File: src/rtl/fetch_issue_queue.sv
// Fetch issue queue: turns (warp_id, pc) beats into instruction-memory reads
// and delivers the returned instructions in arrival order. Outstanding reads
// are credit-limited so the output buffer can always absorb every response.

// Circular FIFO with a registered head. The head register is loaded with the
// entry that will be at the front after this cycle's push/pop, so consumers
// see the front entry straight from a flop. The caller only pushes when
// there is room, which includes a full FIFO that is popped in the same cycle.
module fiq_fifo #(
    parameter int W     = 8,
    parameter int DEPTH = 4,
    parameter int CW    = $clog2(DEPTH + 1)
) (
    input  logic          clk,
    input  logic          rst,
    input  logic          push,
    input  logic          pop,
    input  logic [W-1:0]  wdata,
    output logic [W-1:0]  head,
    output logic [CW-1:0] count
);
    localparam int AW = (DEPTH > 1) ? $clog2(DEPTH) : 1;

    logic [W-1:0]  mem_q [DEPTH];
    logic [AW-1:0] rd_q, rd_d;
    logic [AW-1:0] wr_q, wr_d;
    logic [CW-1:0] cnt_q, cnt_d;
    logic [CW-1:0] cnt_left;
    logic [W-1:0]  head_q, head_d;

    function automatic logic [AW-1:0] wrap_inc(input logic [AW-1:0] p);
        return (p == AW'(DEPTH - 1)) ? '0 : p + AW'(1);
    endfunction

    // Pointer/count update and next front entry
    always_comb begin
        rd_d     = pop  ? wrap_inc(rd_q) : rd_q;
        wr_d     = push ? wrap_inc(wr_q) : wr_q;
        cnt_left = cnt_q - CW'(pop);
        cnt_d    = cnt_left + CW'(push);
        if (cnt_left == '0)
            head_d = push ? wdata : head_q;
        else
            head_d = mem_q[rd_d];
    end

    // Control state
    always_ff @(posedge clk or posedge rst) begin
        if (rst) begin
            rd_q   <= '0;
            wr_q   <= '0;
            cnt_q  <= '0;
            head_q <= '0;
        end else begin
            rd_q   <= rd_d;
            wr_q   <= wr_d;
            cnt_q  <= cnt_d;
            head_q <= head_d;
        end
    end

    // Storage array, no reset needed: contents are only read while counted
    always_ff @(posedge clk) begin
        if (push) mem_q[wr_q] <= wdata;
    end

    assign head  = head_q;
    assign count = cnt_q;
endmodule

module fetch_issue_queue #(
    parameter int PEND_DEPTH = 32,  // must hold at least one 32-beat warp batch
    parameter int OUT_DEPTH  = 4
) (
    input  logic        clk,
    input  logic        rst,
    input  logic        run,
    output logic        batch_req,
    input  logic        batch_ack,
    input  logic        in_valid,
    input  logic [4:0]  in_warp_id,
    input  logic [31:0] in_pc,
    input  logic        in_last,
    output logic        imem_req_valid,
    input  logic        imem_req_ready,
    output logic [31:0] imem_req_addr,
    input  logic        imem_rsp_valid,
    input  logic [31:0] imem_rsp_data,
    output logic        m_tvalid,
    input  logic        m_tready,
    output logic [4:0]  m_warp_id,
    output logic [31:0] m_pc,
    output logic [31:0] m_instr,
    output logic        m_tlast,
    output logic [31:0] err
);
    localparam int PCW  = $clog2(PEND_DEPTH + 1);
    localparam int OCW  = $clog2(OUT_DEPTH + 1);
    localparam int OCW1 = OCW + 1;

    typedef struct packed {
        logic [4:0]  warp_id;
        logic [31:0] pc;
        logic        last;
    } beat_t;

    typedef struct packed {
        beat_t       beat;
        logic [31:0] instr;
    } obeat_t;

    typedef enum logic [1:0] {IDLE, REQ, COLLECT} state_t;

    state_t        state_q, state_d;
    logic          req_vld_q, req_vld_d;
    logic [2:0]    err_q, err_d;

    beat_t         in_beat, pend_head, if_head;
    obeat_t        out_wdata, out_head;
    logic [PCW-1:0] pend_cnt, pend_cnt_nxt;
    logic [OCW-1:0] if_cnt, out_cnt;
    logic [OCW1-1:0] credit_nxt;

    logic pend_full, pend_push, req_fire, rsp_ok, out_pop;

    assign in_beat   = {in_warp_id, in_pc, in_last};
    assign pend_full = (pend_cnt == PCW'(PEND_DEPTH));
    assign req_fire  = req_vld_q && imem_req_ready;
    // A full queue still accepts a beat when its head leaves in the same cycle
    assign pend_push = in_valid && (!pend_full || req_fire);
    // Responses with nothing outstanding have no metadata to pair with
    assign rsp_ok    = imem_rsp_valid && (if_cnt != '0);
    assign m_tvalid  = (out_cnt != '0);
    assign out_pop   = m_tvalid && m_tready;
    assign out_wdata = {if_head, imem_rsp_data};

    fiq_fifo #(.W($bits(beat_t)), .DEPTH(PEND_DEPTH), .CW(PCW)) u_pend (
        .clk   (clk),
        .rst   (rst),
        .push  (pend_push),
        .pop   (req_fire),
        .wdata (in_beat),
        .head  (pend_head),
        .count (pend_cnt)
    );

    fiq_fifo #(.W($bits(beat_t)), .DEPTH(OUT_DEPTH), .CW(OCW)) u_inflight (
        .clk   (clk),
        .rst   (rst),
        .push  (req_fire),
        .pop   (rsp_ok),
        .wdata (pend_head),
        .head  (if_head),
        .count (if_cnt)
    );

    fiq_fifo #(.W($bits(obeat_t)), .DEPTH(OUT_DEPTH), .CW(OCW)) u_out (
        .clk   (clk),
        .rst   (rst),
        .push  (rsp_ok),
        .pop   (out_pop),
        .wdata (out_wdata),
        .head  (out_head),
        .count (out_cnt)
    );

    // Request valid from post-update occupancy; a stalled request is held.
    // in_flight + out_count only counts reads already issued, so keeping it
    // below OUT_DEPTH reserves an output slot for every outstanding response.
    always_comb begin
        pend_cnt_nxt = pend_cnt + PCW'(pend_push) - PCW'(req_fire);
        credit_nxt   = OCW1'(if_cnt) + OCW1'(out_cnt) + OCW1'(req_fire) - OCW1'(out_pop);
        if (req_vld_q && !imem_req_ready)
            req_vld_d = 1'b1;
        else
            req_vld_d = (pend_cnt_nxt != '0) && (credit_nxt < OCW1'(OUT_DEPTH));
    end

    // Sticky error accumulation
    always_comb begin
        err_d    = err_q;
        err_d[0] = err_q[0] | (in_valid && pend_full && !req_fire);
        err_d[1] = err_q[1] | (in_valid && (in_pc[1:0] != 2'b00));
        err_d[2] = err_q[2] | (imem_rsp_valid && (if_cnt == '0));
    end

    // Batch FSM next state; a completed handshake wins over run dropping
    always_comb begin
        state_d = state_q;
        case (state_q)
            IDLE:    if (run && (pend_cnt == '0)) state_d = REQ;
            REQ:     if (batch_ack) state_d = COLLECT;
                     else if (!run) state_d = IDLE;
            COLLECT: if (in_valid && in_last) state_d = IDLE;
            default: state_d = IDLE;
        endcase
    end

    // State registers
    always_ff @(posedge clk or posedge rst) begin
        if (rst) begin
            state_q   <= IDLE;
            req_vld_q <= 1'b0;
            err_q     <= '0;
        end else begin
            state_q   <= state_d;
            req_vld_q <= req_vld_d;
            err_q     <= err_d;
        end
    end

    assign batch_req      = (state_q == REQ);
    assign imem_req_valid = req_vld_q;
    assign imem_req_addr  = req_vld_q ? {pend_head.pc[31:2], 2'b00} : 32'h0;
    assign m_warp_id      = m_tvalid ? out_head.beat.warp_id : 5'h0;
    assign m_pc           = m_tvalid ? out_head.beat.pc : 32'h0;
    assign m_instr        = m_tvalid ? out_head.instr : 32'h0;
    assign m_tlast        = m_tvalid && out_head.beat.last;
    assign err            = {29'd0, err_q};
endmodule

File: config.mk
export PLATFORM = sky130hd
export DESIGN_NAME = fetch_issue_queue
export DESIGN_NICKNAME = d
export VERILOG_FILES = /design/src/rtl/fetch_issue_queue.sv
export SDC_FILE = /design/constraint.sdc
export NUM_CORES = 2
export LEC_CHECK = 0
export ABC_AREA = 1
export CAP_MARGIN = 20
export CORE_ASPECT_RATIO = 1.2
export CORE_MARGIN = 3
export CORE_UTILIZATION = 30
export CTS_BUF_LIST = sky130_fd_sc_hd__clkbuf_2
export DETAILED_ROUTE_END_ITERATION = 16
export SYNTH_ARGS = -nofsm -noshare
export SYNTH_HDL_FRONTEND = slang
export SYNTH_SLANG_ARGS = --single-unit
export TNS_END_PERCENT = 20
File: constraint.sdc
create_clock -name clk -period 6.05 [get_ports clk]
set_clock_uncertainty 0.1 [all_clocks]
set_input_delay 1.21 -clock clk [delete_from_list [all_inputs] [get_ports clk]]
set_output_delay 1.21 -clock clk [all_outputs]
set_load 0.03 [all_outputs]
==> reports/metrics.cfg <==
[floorplanning]
initial_core_util = 0.302
core_sq_um = 263000
die_h_microns = 570
rows = 206
die-width_microns = 476
dieArea_sq_um = 271000
num_io_pins = 215

[global_route]
grt.total_usage = 0.173
grt_pass1_vias = 55768
antenna_found_initial = 16
grt_max_degree = 159
grt-ovfl-total = 0
grt_pass1_wl_microns = 354000

[yosys]
synth.distinct_cells = 35
synth_top_area_share = 0.623
synth_area_leaders = edfxtp_1 (62%), nand3_1 (9.3%), nand2_1 (7.8%), inv_1 (6.4%), dfrtp_1 (5.7%)
synth_top_area_cell = edfxtp_1
netlist_area_sq_um = 79500
syn_area_per_cell_sq_um = 10.4
ys_warn_count = 0
synthCells = 7655
ys_seq_area_frac = 0.680
synth_seq_cells = 1830

[power]
leakagePower_nw = 38.3
comb_power_share = 0.430
ir_worst_vdd_v = 0.000455
p_switching_mw = 19.5
sw_frac_of_total = 0.441
cell_internal_pwr_mw = 24.7
p_total_mw = 44.1
clkPwrFrac = 0.188
cellPowerDensity_nw_per_um2 = 484
seqPwrFrac = 0.383

[critical_path]
crit_fanout = 36
required_ps = 4740
cp-end-kind = output pin
start_kind = register
path_class = reg -> out
worstPathArrival_ps = 4250

[drt]
wl_met1_microns = 96100
vias = 57335
drtAntennaViolNets = 0
drt-wirelength-per-cell_microns = 20.1
drc_errors = 0
routed-wl-met3_microns = 21100
drt_iter0_drc = 5747
dr.pass1.iters = 6
vias_per_cell = 4.79
routed-wl-met2_microns = 113000
highest_layer = met5
wl_microns = 240000

[timing]
fin_crit_sh = 0.920
finalHoldViolCount = 0
finalMaxSlewViolations = 0
fmax_mhz = 180
rsz0062_at_grt = no
relSlewSlack = 0.191
period_minus_slack_ps = 5560
tightest_slew_ps = 1210
finalSetupTns_ps = 0
setup_viol = 0

[layout]
fill_cells = 26352
layout_commonest_cell = edfxtp_1
mostFrequentLayoutCells = edfxtp_1 (1648), nand2_1 (1644), nand3_1 (1474)
drive_gt1_frac = 0.115
area_growth_pct = 14.8
finalNetCount = 8269
design_area_sq_um = 91200

[place]
port_buffers = 183
placed_area_sq_um = 86000
gp_congestion = 0.822
hpwlAfterDp_microns = 129000

[outcome]
status = complete, no violations

[clock_network]
cts-root-buf = clkbuf_2
cts.sinks = 1830
postCtsSetupRepairBufs = 0
clockBufferDepth = 4
cts_tree = built
cts.reportedPaths.clkPinSlew_ps = 120
htree_levels = 5
cts_buffers = 461
insertion_delay_ps = 2010

[job]
drv_cap = 0

[worst_hold_path]
min_path_type = reg -> reg

kinds of logic after synthesis:
group,after synthesis,share of synthesized area
muxes,10,0.00126
and+or+nand+nor,3450,0.187
xor gates and xnor gates,15,0.00165
other,1,0.0000472
AOI/OAI and AO/OA,476,0.0321
buffers and inverters,1824,0.0905
DFF,1830,0.680
adders and majority gates,49,0.00781
final timing paths:
path | slack (ps) | depth (start not counted) | endpoint | from
min reg2reg | 290 | 0 | u_out.mem_q[1][35] | u_inflight.head[3]
min in group asynchronous | 700 | 4 | u_out.rd_q[0] | rst
max reg2reg | 2170 | 15 | u_pend.head[7] | imem_req_valid
max | 490 | 6 | m_pc[14] | u_out.count[2]
min | 290 | 0 | u_out.mem_q[1][35] | u_inflight.head[3]
max in group asynchronous | 3680 | 5 | u_pend.head[7] | rst
layer usage:
| metal | vias to the layer above | track usage |
|---|---|---|
| met5 | - | 0.000180 |
| met4 | 4 | 0.0734 |
| met3 | 521 | 0.0394 |
| met2 | 2682 | 0.285 |
| met1 | 27634 | 0.217 |
| li1 | 26494 | - |
worst max-delay path: stages (launching register included):
cell	delay (ps)
dfrtp_1	400
inv_1	110
nand3_1	250
inv_2	640
buf_12	280
nor2_1	80
clkdlybuf4s50_1	630
power groups by stage:
stage / combinational (mW) / sequential, mW / clock (mW)
after floorplan: 12.1 / 16.7 / 0
after global placement: 18.6 / 17.1 / 0
after detailed placement: 18.8 / 17.2 / 0
after CTS: 18.9 / 16.9 / 8.50
after global routing: 20.8 / 17.0 / 9.18
final: 19.0 / 16.9 / 8.28
layout make-up:
cell class	instances	area (sq um)	share of cell area
Multi-Input combinational cell	4031	18800	0.206
Sequential cell	1830	54000	0.592
Clock inverter	140	691	0.00757
Antenna cell	18	45.0	0.000494
Tap cell	3432	4290	0.0471
Clock buffer	692	3460	0.0380
Inverter	1368	5150	0.0565
Timing Repair Buffer	450	4770	0.0523
cells in the mapped netlist:
cell type  count
clkinv_1       2
and3_1         1
dfrtp_1      182
xnor2_1        3
xor2_1        12
o21bai_1       3
inv_1       1358
nor3b_1        2
fa_1           1
o22ai_1       63
nand2_1     1656
nand2_2        2
o21ai_1        4
or2_2          3
mux2i_1       10
a21o_1         2
conb_1         1
buf_2        175
nor3_1         4
nor2_1       303
nor4_1         1
nor3_2         1
o21ai_0      276
edfxtp_1    1648
a21oi_1       99
o21ai_2        2
clkbuf_1     211
o211ai_1      26
nand4_1        3
inv_2          8
a31oi_1        1
nand3_1     1474
buf_4         33
buf_1         37
ha_1          48
per-stage QoR:
step / hold WS [ps] / setup WS (ps) / utilization / instances
after floorplan: 365 / 826 / - / 7685
after global placement: 378 / 1220 / 0.327 / 11021
after detailed placement: 382 / 1150 / 0.327 / 11023
after CTS: 169 / 235 / 0.346 / 11921
after global routing: 203 / 69.2 / 0.347 / 11953
final: 288 / 486 / 0.347 / 11961
registers in the layout, indices dropped and copies added, names as in the netlist:
| register | count |
|---|---|
| u_inflight.mem_q | 152 |
| u_out.count | 3 |
| u_out.wr_q | 2 |
| u_pend.count | 6 |
| u_out.head | 70 |
| state_q | 2 |
| u_inflight.rd_q | 2 |
| err_q | 3 |
| u_pend.head | 38 |
| u_pend.mem_q | 1216 |
| u_pend.rd_q | 5 |
| u_inflight.count | 3 |
| u_inflight.head | 38 |
| u_out.mem_q | 280 |
| u_pend.wr_q | 5 |
| u_out.rd_q | 2 |
| imem_req_valid | 1 |
| u_inflight.wr_q | 2 |
what timing repair did:
item / in CTS / in global routing
gates resized for setup: 0 / 0
hold buffers: 66 / 11
endpoints found under the hold margin: 928 / 131
Note: power is estimated with default switching activity, not from simulation.
